===== src/rtl/edge_event_scheduler.sv =====
// Per-channel 4-state edge detector feeding small event FIFOs, drained through a
// round-robin arbiter into a single registered output slot.
module edge_event_scheduler #(
    parameter int NCH   = 4,
    parameter int DEPTH = 4
) (
    input  logic                   clk,
    input  logic                   rst,
    input  logic                   en,
    input  logic [2*NCH-1:0]       sig,
    output logic                   ev_valid,
    input  logic                   ev_ready,
    output logic [$clog2(NCH)-1:0] ev_chan,
    output logic                   ev_neg,
    output logic [NCH-1:0]         ovf,
    input  logic [NCH-1:0]         ovf_clr
);
    localparam int CW = $clog2(NCH);
    localparam int AW = $clog2(DEPTH);

    logic [2*NCH-1:0] prev;
    logic [DEPTH-1:0] mem [NCH];
    logic [AW-1:0]    rd_ptr [NCH];
    logic [AW-1:0]    wr_ptr [NCH];
    logic [AW:0]      count [NCH];
    logic [CW-1:0]    rr;

    logic [NCH-1:0] det, det_neg, nonempty, full, req, head;
    logic [NCH-1:0] pop, do_pop, do_push, ovf_set;
    logic [CW-1:0]  cand, gnt;
    logic           gnt_found, slot_free, load;

    // Encoding: 00=0, 01=1, 10=z, 11=x; bit 1 set means an unknown level.
    always_comb begin
        det     = '0;
        det_neg = '0;
        for (int i = 0; i < NCH; i++) begin
            det_neg[i] = en && ((prev[2*i +: 2] == 2'b01 && sig[2*i +: 2] != 2'b01) ||
                                (prev[2*i+1] && sig[2*i +: 2] == 2'b00));
            det[i]     = det_neg[i] ||
                         (en && ((prev[2*i +: 2] == 2'b00 && sig[2*i +: 2] != 2'b00) ||
                                 (prev[2*i+1] && sig[2*i +: 2] == 2'b01)));
        end
    end

    // An edge arriving at an empty FIFO competes directly, giving 1-cycle latency.
    always_comb begin
        nonempty = '0;
        full     = '0;
        req      = '0;
        head     = '0;
        for (int i = 0; i < NCH; i++) begin
            nonempty[i] = (count[i] != '0);
            full[i]     = (count[i] == (AW+1)'(DEPTH));
            req[i]      = nonempty[i] || det[i];
            head[i]     = nonempty[i] ? mem[i][rd_ptr[i]] : det_neg[i];
        end
    end

    always_comb begin
        cand      = rr;
        gnt       = '0;
        gnt_found = 1'b0;
        for (int k = 0; k < NCH; k++) begin
            cand = (cand == CW'(NCH-1)) ? '0 : cand + CW'(1);
            if (!gnt_found && req[cand]) begin
                gnt_found = 1'b1;
                gnt       = cand;
            end
        end
        slot_free = !ev_valid || ev_ready;
        load      = slot_free && gnt_found;
        pop       = '0;
        do_pop    = '0;
        do_push   = '0;
        ovf_set   = '0;
        for (int i = 0; i < NCH; i++) begin
            pop[i]     = load && (gnt == CW'(i));
            do_pop[i]  = pop[i] && nonempty[i];
            do_push[i] = det[i] && !(pop[i] && !nonempty[i]) && (!full[i] || do_pop[i]);
            ovf_set[i] = det[i] && full[i] && !do_pop[i];
        end
    end

    always_ff @(posedge clk or posedge rst) begin
        if (rst) begin
            prev     <= '1;
            rr       <= CW'(NCH-1);
            ev_valid <= 1'b0;
            ev_chan  <= '0;
            ev_neg   <= 1'b0;
            ovf      <= '0;
            for (int i = 0; i < NCH; i++) begin
                rd_ptr[i] <= '0;
                wr_ptr[i] <= '0;
                count[i]  <= '0;
            end
        end else begin
            if (en) prev <= sig;
            ovf <= (ovf & ~ovf_clr) | ovf_set;
            for (int i = 0; i < NCH; i++) begin
                if (do_pop[i])  rd_ptr[i] <= rd_ptr[i] + AW'(1);
                if (do_push[i]) wr_ptr[i] <= wr_ptr[i] + AW'(1);
                count[i] <= count[i] + (AW+1)'(do_push[i]) - (AW+1)'(do_pop[i]);
            end
            if (load) begin
                rr       <= gnt;
                ev_valid <= 1'b1;
                ev_chan  <= gnt;
                ev_neg   <= head[gnt];
            end else if (slot_free) begin
                ev_valid <= 1'b0;
            end
        end
    end

    // Storage is left unreset; occupancy is tracked solely by the pointers and counts.
    always_ff @(posedge clk) begin
        for (int i = 0; i < NCH; i++) begin
            if (do_push[i]) mem[i][wr_ptr[i]] <= det_neg[i];
        end
    end
endmodule


===== config.mk =====
export PLATFORM = sky130hd
export DESIGN_NAME = edge_event_scheduler
export DESIGN_NICKNAME = d
export VERILOG_FILES = /design/src/rtl/edge_event_scheduler.sv
export SDC_FILE = /design/constraint.sdc
export NUM_CORES = 1
export LEC_CHECK = 0
export ABC_AREA = 1
export CORE_UTILIZATION = 40
export DETAILED_ROUTE_END_ITERATION = 7
export PLACE_DENSITY = 0.6
export SKIP_CTS_REPAIR_TIMING = 1
export SYNTH_ARGS = -nofsm -noshare
export SYNTH_HDL_FRONTEND = slang
export SYNTH_SLANG_ARGS = --single-unit

===== constraint.sdc =====
create_clock -name clk -period 5.1 [get_ports clk]
set_clock_uncertainty 0.2 [all_clocks]
set_input_delay 1.53 -clock clk [delete_from_list [all_inputs] [get_ports clk]]
set_output_delay 1.53 -clock clk [all_outputs]
set_load 0.01 [all_outputs]

==> results_dict.tcl, run 1 <==
set metrics [dict create \
    status "completed" \
    dpl_cell_area_sq_mm 0.004562 \
    grt_max_degree 47 \
    syn2layout_area_growth_pct 20.54 \
    dp.cells 648 \
    gp_congestion 0.8399 \
    die_area_sq_mm 0.01030 \
    core_area_sq_mm 0.009415 \
    wire_per_inst_um 10.94 \
    totalWireLength_mm 7.267 \
    grt_pass1_wl_mm 13.01 \
    drive_gt1_frac 0.2075 \
    cts_made_buffers 9 \
    synth-xor-area-share 0.02655 \
    netlist_instances 469 \
    ys_types 33 \
    vias_per_cell 4.598 \
    cts-root-buf "clkbuf_8" \
    worstPathArrival_ns 4.82 \
    die_x_um 101.5 \
    finalHoldViolCount 0 \
    p_int_mw 1.820 \
    synth_warnings 0 \
    syn_area_per_cell_sq_um 8.441 \
    synthTopCellsByArea "dfrtp_1 (23%), edfxtp_1 (12%), nand2_1 (11%)" \
    synth_compound_area_frac 0.04646 \
    synth_mux_area_frac 0 \
    port_buffers 23 \
    crit_path_frequent_cell "nand3_1" \
    via_count 3053 \
    synthAdderAreaFrac 0.09924 \
    drv_cap 0 \
    grt-busiest-layer "met2" \
    layoutNonFillerInstCount 664 \
    grt.overflow.total 0 \
    switchingPower_mw 1.514 \
    synth_top_family_by_area "simple AND/OR/NAND/NOR gates" \
    p_comb_frac 0.602 \
    drtIter0Drc 136 \
    use_met3 0.03727 \
    clkPwrFrac 0.139 \
    synth_nets 514 \
    cp-start-kind "primary input" \
    fin_hold_ws_ns 0.2670 \
    seqPwrFrac 0.259 \
    path_buf_inv 2 \
    clock.fmax_mhz 208.3 \
    cts.path.max_buffers 2 \
    start_util 0.4205 \
    rows 35 \
    clk_latency_ns 0.34 \
    cts.reportedPaths.clkPinSlew_ns 0.07 \
    ys_seq_area_frac 0.4153 \
    ys.flop_type "dfrtp_1" \
    min_path_type "flop to flop" \
    ir_worst_vdd_mv 0.2936 \
    synth_area_leader_cell "dfrtp_1" \
    use_met2 0.2653 \
    grt_pass1_vias 2905 \
    antenna_found_initial 0 \
    synthesis.area_sq_mm 0.003959 \
    synth_top_area_frac 0.2276 \
    drtPass1Iterations 5 \
    antenna_left 0 \
    end_kind "flop" \
    finalCritPeriodShare 0.9413 \
    drcViolationCount 0 \
    ioPinCount 24 \
    finalMaxSlewViolations 0 \
    cts_tree "built" \
    synth-seq-cells 62 \
    crit_chain "clkdlybuf4s50_1 -> or2_0 -> nand3_1 -> nand3_1 -> nand2_1 -> nand3_1 -> nand2_1 -> nand3_2 -> nor2_2 -> nor2_4 -> nor2_4 -> nand2_4 -> nand2_4 -> nand3_4 -> ha_1 -> inv_1 -> ha_1 -> fa_1 -> xnor2_1 -> xor2_1" \
    diodes 0 \
    track_usage 0.1643 \
    critPathMaxStageDelay_ns 0.50 \
    p_leak_nw 2.307 \
    die_h_um 101.5 \
    slowest_stage "clkdlybuf4s50_1" \
    period_needed_ns 4.801 \
    ys_async_sr_fraction 0.7419 \
    required_ns 5.12 \
    cellPowerDensity_mw_per_mm2 698.7 \
    path_class "primary input to flop" \
    worstMarginPinSlew_ns 0.9780 \
    p_sw_frac 0.4541 \
    num-nets-final 575 \
    slew_headroom 0.3471 \
    cp_top_family "simple AND/OR/NAND/NOR gates" \
    hpwl_mm 5.700 \
    finalInstanceArea_sq_mm 0.004772 \
    yosys.area_share.simple 0.3274 \
    h-tree-depth 3 \
    critPathMaxFanout 5 \
    setup_viol 0 \
    cts.sink_count 62 \
    synth-edff-count 16 \
    grtUsageMet1 0.2185 \
    rsz0062_at_grt "false" \
]
[metal layers]
layer | wire (um) | part of all wire | vias up
li1 | - | - | 1614
met1 | 3642 | 0.50 | 1398
met2 | 3336 | 0.46 | 30
met3 | 170 | 0.023 | 11
met4 | 116 | 0.016 | 0
met5 | 0 | 0 | -
[tightest hold or removal path: stages, from the launching register on]
cell and delay (ns):
dfstp_2 0.37, nand2_1 0.05, nand2_1 0.04
[power groups by stage]
stage                     clock [mW]  sequential (mW)  combinational [mW]
after global placement             0            0.870                1.97
final                          0.462            0.865                2.01
after global routing           0.502            0.892                2.30
after floorplan                    0            0.859                1.45
after detailed placement           0            0.875                2.02
after CTS                      0.478            0.867                2.03
[Yosys cell counts (2+ instances only)]
| master | n |
|---|---|
| a32o_1 | 3 |
| fa_1 | 4 |
| inv_2 | 7 |
| nand3_1 | 43 |
| nor2_2 | 11 |
| nand4_2 | 2 |
| a21oi_1 | 9 |
| nand2_1 | 112 |
| nand4_1 | 10 |
| buf_2 | 2 |
| nand2_4 | 3 |
| nor3_4 | 2 |
| xnor2_1 | 6 |
| ha_1 | 25 |
| xor2_1 | 6 |
| dfrtp_1 | 36 |
| o22ai_1 | 3 |
| nor2_1 | 28 |
| nor3b_1 | 3 |
| nor2_4 | 7 |
| o21ai_0 | 18 |
| inv_1 | 77 |
| nand3_2 | 8 |
| nand3_4 | 3 |
| edfxtp_1 | 16 |
| dfstp_2 | 10 |
| nand2_2 | 9 |
[sequential cells by signal (all words and copies together), names as in the netlist, 2 cells and up]
register	flops
ovf	4
ev_chan	2
rd_ptr	8
count	12
wr_ptr	8
mem	16
rr	2
prev	8
[placed cells by master, fill, tap and decap left out, types with 7 or more instances in the layout]
cell	instances
nand3_2	8
o21ai_0	18
nand4_1	10
a21oi_1	9
buf_4	31
nor2_2	12
nand2_1	112
dfstp_2	10
edfxtp_1	16
clkdlybuf4s50_1	22
dfrtp_1	36
inv_2	8
clkbuf_8	9
inv_1	76
nor2_1	27
nand3_1	43
nor2_4	7
ha_1	25
nand2_2	9
[logic make-up (layout without fill, tap and decap cells)]
group | after synthesis | after routing
adder cells (fa/ha/maj) | 29 | 29
XOR/XNOR | 12 | 12
buffers and inverters | 88 | 154
flip-flops | 62 | 62
AND/OR/NAND/NOR | 245 | 245
AO/OA/AOI/OAI | 33 | 33
[through the flow]
step | utilization | power [mW] | TNS (ns) | setup WS, ns
3_5_place_dp | 0.4845 | 2.899 | -1.275 | -0.2358
6_report | 0.5068 | 3.334 | 0 | 0.2991
5_1_grt | 0.5068 | 3.698 | 0 | 0.01926
4_1_cts | 0.5063 | 3.375 | 0 | 0.1043
2_1_floorplan | - | 2.311 | 0 | 0.6886
3_3_place_gp | 0.4845 | 2.844 | -0.9167 | -0.1848
[layout make-up]
cell class	instances	area, sq um
Clock buffer	11	131.4
Clock inverter	5	73.82
Fill cell	877	4643
Inverter	84	315.3
Multi-Input combinational cell	319	1981
Sequential cell	62	1644
Tap cell	129	161.4
Timing Repair Buffer	54	465.4
[final timing paths]
path                       startpoint   endpoint  slack, ns  depth (start not counted)
max in group asynchronous         rst  rd_ptr[6]       2.55                          2
max reg2reg                     rr[0]   count[5]       1.27                         20
max                            sig[1]   count[5]       0.30                         20
min                             rr[1]      rr[1]       0.27                          2
min reg2reg                     rr[1]      rr[1]       0.27                          2
min in group asynchronous         rst  wr_ptr[4]       1.55                          2
(Power assumes the default switching activity.)
==> run 2, diff against run 1 <==
Settings changed: CELL_PAD_IN_SITES_DETAIL_PLACEMENT set to 2, CELL_PAD_IN_SITES_GLOBAL_PLACEMENT set to 2, CORE_UTILIZATION 40 to 37, PLACE_DENSITY 0.6 to 0.83.
==> results_dict.tcl, run 2 (synthesis gave the netlist of run 1 again) <==
set metrics [dict create \
    h-tree-depth 3 \
    drtPass1Iterations 5 \
    diodes 0 \
    cts-root-buf "clkbuf_8" \
    end_kind "flop" \
    min_from "rd_ptr[3]" \
    hold_depth 2 \
    status "completed" \
    critPathMaxFanout 5 \
    p_leak_nw 2.294 \
    r2r_start "rr[0]" \
    min_path_type "flop to flop" \
    track_usage 0.2128 \
    met2_length_mm 5.962 \
    ioPinCount 24 \
    start_util 0.3818 \
    antenna_found_initial 0 \
    cts.sink_count 62 \
    grt.overflow.total 0 \
    wire_per_inst_um 16.35 \
    postLayoutCoreUtil 0.4587 \
    syn2layout_area_growth_pct 20.16 \
    hold_path_end "rd_ptr[3]" \
    core_area_sq_mm 0.01037 \
    fin_ws_ns 0.1780 \
    finalCritPeriodShare 0.9651 \
    grt_pass1_vias 3738 \
    cts.reportedPaths.clkPinSlew_ns 0.07 \
    drive_gt1_frac 0.2113 \
    hpwl_mm 8.522 \
    pre_cts_ws_ns -0.2139 \
    die_h_um 105.4 \
    finalMaxSlewViolations 0 \
    finalInstanceArea_sq_mm 0.004757 \
    die_x_um 105.4 \
    gp_congestion 0.8548 \
    worstReg2RegEnd "count[5]" \
    drv_cap 0 \
    slew_headroom 0.3126 \
    port_buffers 23 \
    dpl_cell_area_sq_mm 0.004533 \
    wl_met1_mm 4.566 \
    cts_tree "built" \
    grt_pass1_wl_mm 18.37 \
    die_area_sq_mm 0.01112 \
    final_cell_mix "nand2_1 (110), inv_1 (76), nand3_1 (43)" \
    final_common_cell "nand2_1" \
    cellPowerDensity_mw_per_mm2 734.9 \
    rrSetupSlack_ns 0.96 \
    totalWireLength_mm 10.89 \
    finalHoldViolCount 0 \
    drtIter0Drc 83 \
    period_needed_ns 4.922 \
    cts_made_buffers 9 \
    clk_latency_ns 0.35 \
    rsz0062_at_grt "false" \
    antenna_left 0 \
    grt_max_degree 47 \
    required_ns 5.13 \
    path_class "primary input to flop" \
    via_count 3309 \
    clock.fmax_mhz 203.2 \
    cp-start-kind "primary input" \
    rows 37 \
    wl_met3_um 199 \
    worstPathArrival_ns 4.95 \
    ir_worst_vdd_mv 0.2862 \
    worstMarginPinSlew_ns 1.030 \
    drcViolationCount 0 \
    reg2reg_depth 20 \
    top_layer_used "met4" \
    vias_per_cell 4.968 \
    cts.path.max_buffers 2 \
    setup_viol 0 \
    num-nets-final 570 \
    fin_hold_ws_ns 0.2883 \
    largest_reg_flops 16 \
]
==> run 2: cell type report <==
type | instances | area [sq um]
Clock buffer | 12 | 145.1
Clock inverter | 4 | 47.55
Fill cell | 1199 | 5613
Inverter | 84 | 315.3
Multi-Input combinational cell | 319 | 2004
Sequential cell | 62 | 1644
Tap cell | 136 | 170.2
Timing Repair Buffer | 49 | 430.4
==> run 2: through the flow <==
| step | total power [mW] | cells | TNS [ns] |
|---|---|---|---|
| finish | 3.496 | 666 | 0 |
| global route | 3.792 | 666 | 0 |
| CTS | 3.510 | 666 | 0 |
| detailed placement | 3.033 | 650 | -1.173 |
| global placement | 2.831 | 650 | 0 |
| floorplan | 2.311 | 469 | 0 |
==> run 2: power by group <==
part	total, mW	switching [mW]	internal [mW]
registers	0.884	0.167	0.717
logic	2.17	1.35	0.821
clock network	0.440	0.202	0.238
==> run 2: worst max-delay path by stage <==
stage	from	endpoint	slack (ns)
3_3_place_gp	en	count[8]	0.003
2_1_floorplan	sig[2]	count[5]	0.69
3_5_place_dp	en	count[11]	-0.21
6_report	sig[0]	count[5]	0.18
5_1_grt	sig[6]	count[2]	0.004
4_1_cts	en	count[2]	0.06
==> run 2: routing by layer <==
layer | GRT usage | up-vias
met1 | 0.2449 | 1660
met2 | 0.4018 | 35
met3 | 0.03216 | 13
li1 | - | 1601
met5 | 0 | -
met4 | 0.06539 | 0
==> run 2: worst max-delay path, stage by stage <==
cell and delay, ns:
clkdlybuf4s50_1 0.48, or2_0 0.27, nand3_1 0.16, nand3_1 0.16
nand2_1 0.12, nand3_1 0.11, nand2_2 0.13, nand3_2 0.14
nor2_4 0.15, nor2_4 0.08, nor2_4 0.17, nand2_4 0.10
nand2_4 0.09, nand3_4 0.06, ha_1 0.28, inv_1 0.04
ha_1 0.18, fa_1 0.40, xnor2_2 0.15, xor2_1 0.15
==> run 3, diff against run 2 <==
Settings changed: CORE_ASPECT_RATIO set to 1.25.
==> results_dict.tcl, run 3 (synthesis gave the netlist of run 1 again) <==
set metrics [dict create \
    largest_reg_flops 16 \
    syn2layout_area_growth_pct 25.66 \
    path_buf_inv 2 \
    cts_made_buffers 9 \
    diodes 0 \
    finalInstanceArea_sq_mm 0.004975 \
    cts.reportedPaths.clkPinSlew_ns 0.05 \
    seqPwrFrac 0.227 \
    via_count 3441 \
    p_int_mw 2.021 \
    period_needed_ns 4.948 \
    antenna_found_initial 0 \
    die_h_um 117.6 \
    ioPinCount 24 \
    antenna_left 0 \
    grt.overflow.total 0 \
    wire_per_inst_um 19.63 \
    worstPathArrival_ns 4.97 \
    critPathMaxFanout 4 \
    pre_cts_ws_ns -0.1482 \
    status "completed" \
    start_util 0.3859 \
    totalWireLength_mm 13.09 \
    worstMarginPinSlew_ns 1.016 \
    path_class "primary input to flop" \
    h-tree-depth 3 \
    finalCritPeriodShare 0.9701 \
    n_fill_cell 1127 \
    rows 41 \
    hpwl_mm 8.492 \
    end_kind "flop" \
    grt_pass1_wl_mm 19.66 \
    die_area_sq_mm 0.01112 \
    slowest_stage "clkdlybuf4s50_1" \
    required_ns 5.12 \
    finalPower_mw 3.956 \
    ff_latch_area_sq_mm 0.001644 \
    switchingPower_mw 1.935 \
    cts.path.max_buffers 2 \
    drv_cap 0 \
    port_buffers 23 \
    core_area_sq_mm 0.01026 \
    finalMaxSlewViolations 0 \
    setup_viol 0 \
    cp_top_family "simple AND/OR/NAND/NOR gates" \
    cts_tree "built" \
    drive_gt1_frac 0.2268 \
    clk_latency_ns 0.35 \
    drcViolationCount 0 \
    finalHoldViolCount 0 \
    fin_ws_ns 0.1525 \
    grt_pass1_vias 3957 \
    cellPowerDensity_mw_per_mm2 795.2 \
    p_comb_frac 0.606 \
    clkPwrFrac 0.167 \
    setup_tns_ns 0 \
    vias_per_cell 5.159 \
    drtPass1Iterations 5 \
    crit_chain "clkdlybuf4s50_1 -> nand2_1 -> nand2_1 -> nor2_2 -> nor2_2 -> nand3_1 -> nand3_1 -> nand2_2 -> nor2_4 -> nand2_1 -> nand2_2 -> nor2_4 -> nor2_4 -> nand2_4 -> nand2_4 -> nand3_4 -> ha_1 -> inv_1 -> ha_1 -> fa_1 -> xnor2_2 -> xor2_1" \
    dpl_cell_area_sq_mm 0.004562 \
    cts.sink_count 62 \
    critPathMaxStageDelay_ns 0.57 \
    die_x_um 94.52 \
    cts-root-buf "clkbuf_16" \
    track_usage 0.2344 \
    gp_congestion 0.8462 \
    grt_max_degree 47 \
    final_common_cell "nand2_1" \
    multi_input_area_sq_mm 0.002039 \
    num-nets-final 578 \
    cp-start-kind "primary input" \
    ir_worst_vdd_mv 0.3483 \
    min_path_type "flop to flop" \
    drtIter0Drc 111 \
    final_cell_mix "nand2_1 (109), inv_1 (76), nand3_1 (41)" \
    slew_headroom 0.3215 \
    clock.fmax_mhz 202.1 \
    p_leak_nw 2.413 \
    p_sw_frac 0.4891 \
]
-- run 3: changes by cell type in the layout (fill, tap and decap cells not counted), sizes merged --
cell | before | now
buf | 26 | 34
bufinv | 1 | 2
clkbuf | 12 | 11
clkdlybuf4s50 | 21 | 19
clkinv | 2 | 3
clkinvlp | 1 | 0
dlymetal6s2s | 2 | 4
-- run 3: final timing paths --
check,slack (ns),to,from,cells after the start
max,0.15,count[5],sig[0],22
min,0.28,rr[1],rr[1],2
max reg2reg,0.71,count[5],rr[0],19
min reg2reg,0.28,rr[1],rr[1],2
max in group asynchronous,2.51,count[1],rst,2
min in group asynchronous,1.56,count[7],rst,2
-- run 3: worst min-delay path, delay by kind of cell, from the launching register on --
| kind | cells | cell delay (ns) |
|---|---|---|
| AND/OR/NAND/NOR | 2 | 0.11 |
| flip-flops | 1 | 0.37 |
-- run 3: per-stage QoR --
stage | hold WS, ns | instances | util
after floorplan | 0.2412 | 469 | -
after detailed placement | 0.2731 | 648 | 0.4446
after global placement | 0.2536 | 648 | 0.4446
after CTS | 0.2846 | 664 | 0.4745
after global routing | 0.2995 | 667 | 0.4849
final | 0.2812 | 667 | 0.4849
-- run 3: cell type report --
type | instances | area share
Multi-Input combinational cell | 319 | 0.4100
Sequential cell | 62 | 0.3305
Timing Repair Buffer | 57 | 0.1021
Inverter | 84 | 0.06338
Clock buffer | 11 | 0.04678
Tap cell | 129 | 0.03244
Clock inverter | 5 | 0.01484
-- run 3: power groups by stage --
stage / sequential [mW] / clock, mW / combinational [mW]
floorplan: 0.859 / 0 / 1.45
global placement: 0.873 / 0 / 2.03
detailed placement: 0.892 / 0 / 2.21
CTS: 0.893 / 0.666 / 2.28
global route: 0.924 / 0.684 / 2.64
finish: 0.899 / 0.660 / 2.40
-- run 3: layer usage --
metal  GRT usage  up-vias  wire length (um)
li1            -     1616                 -
met1      0.2515     1747              5186
met2      0.4402       52              7305
met3     0.03682       26               275
met4     0.09943        0               322
met5           0        -                 0
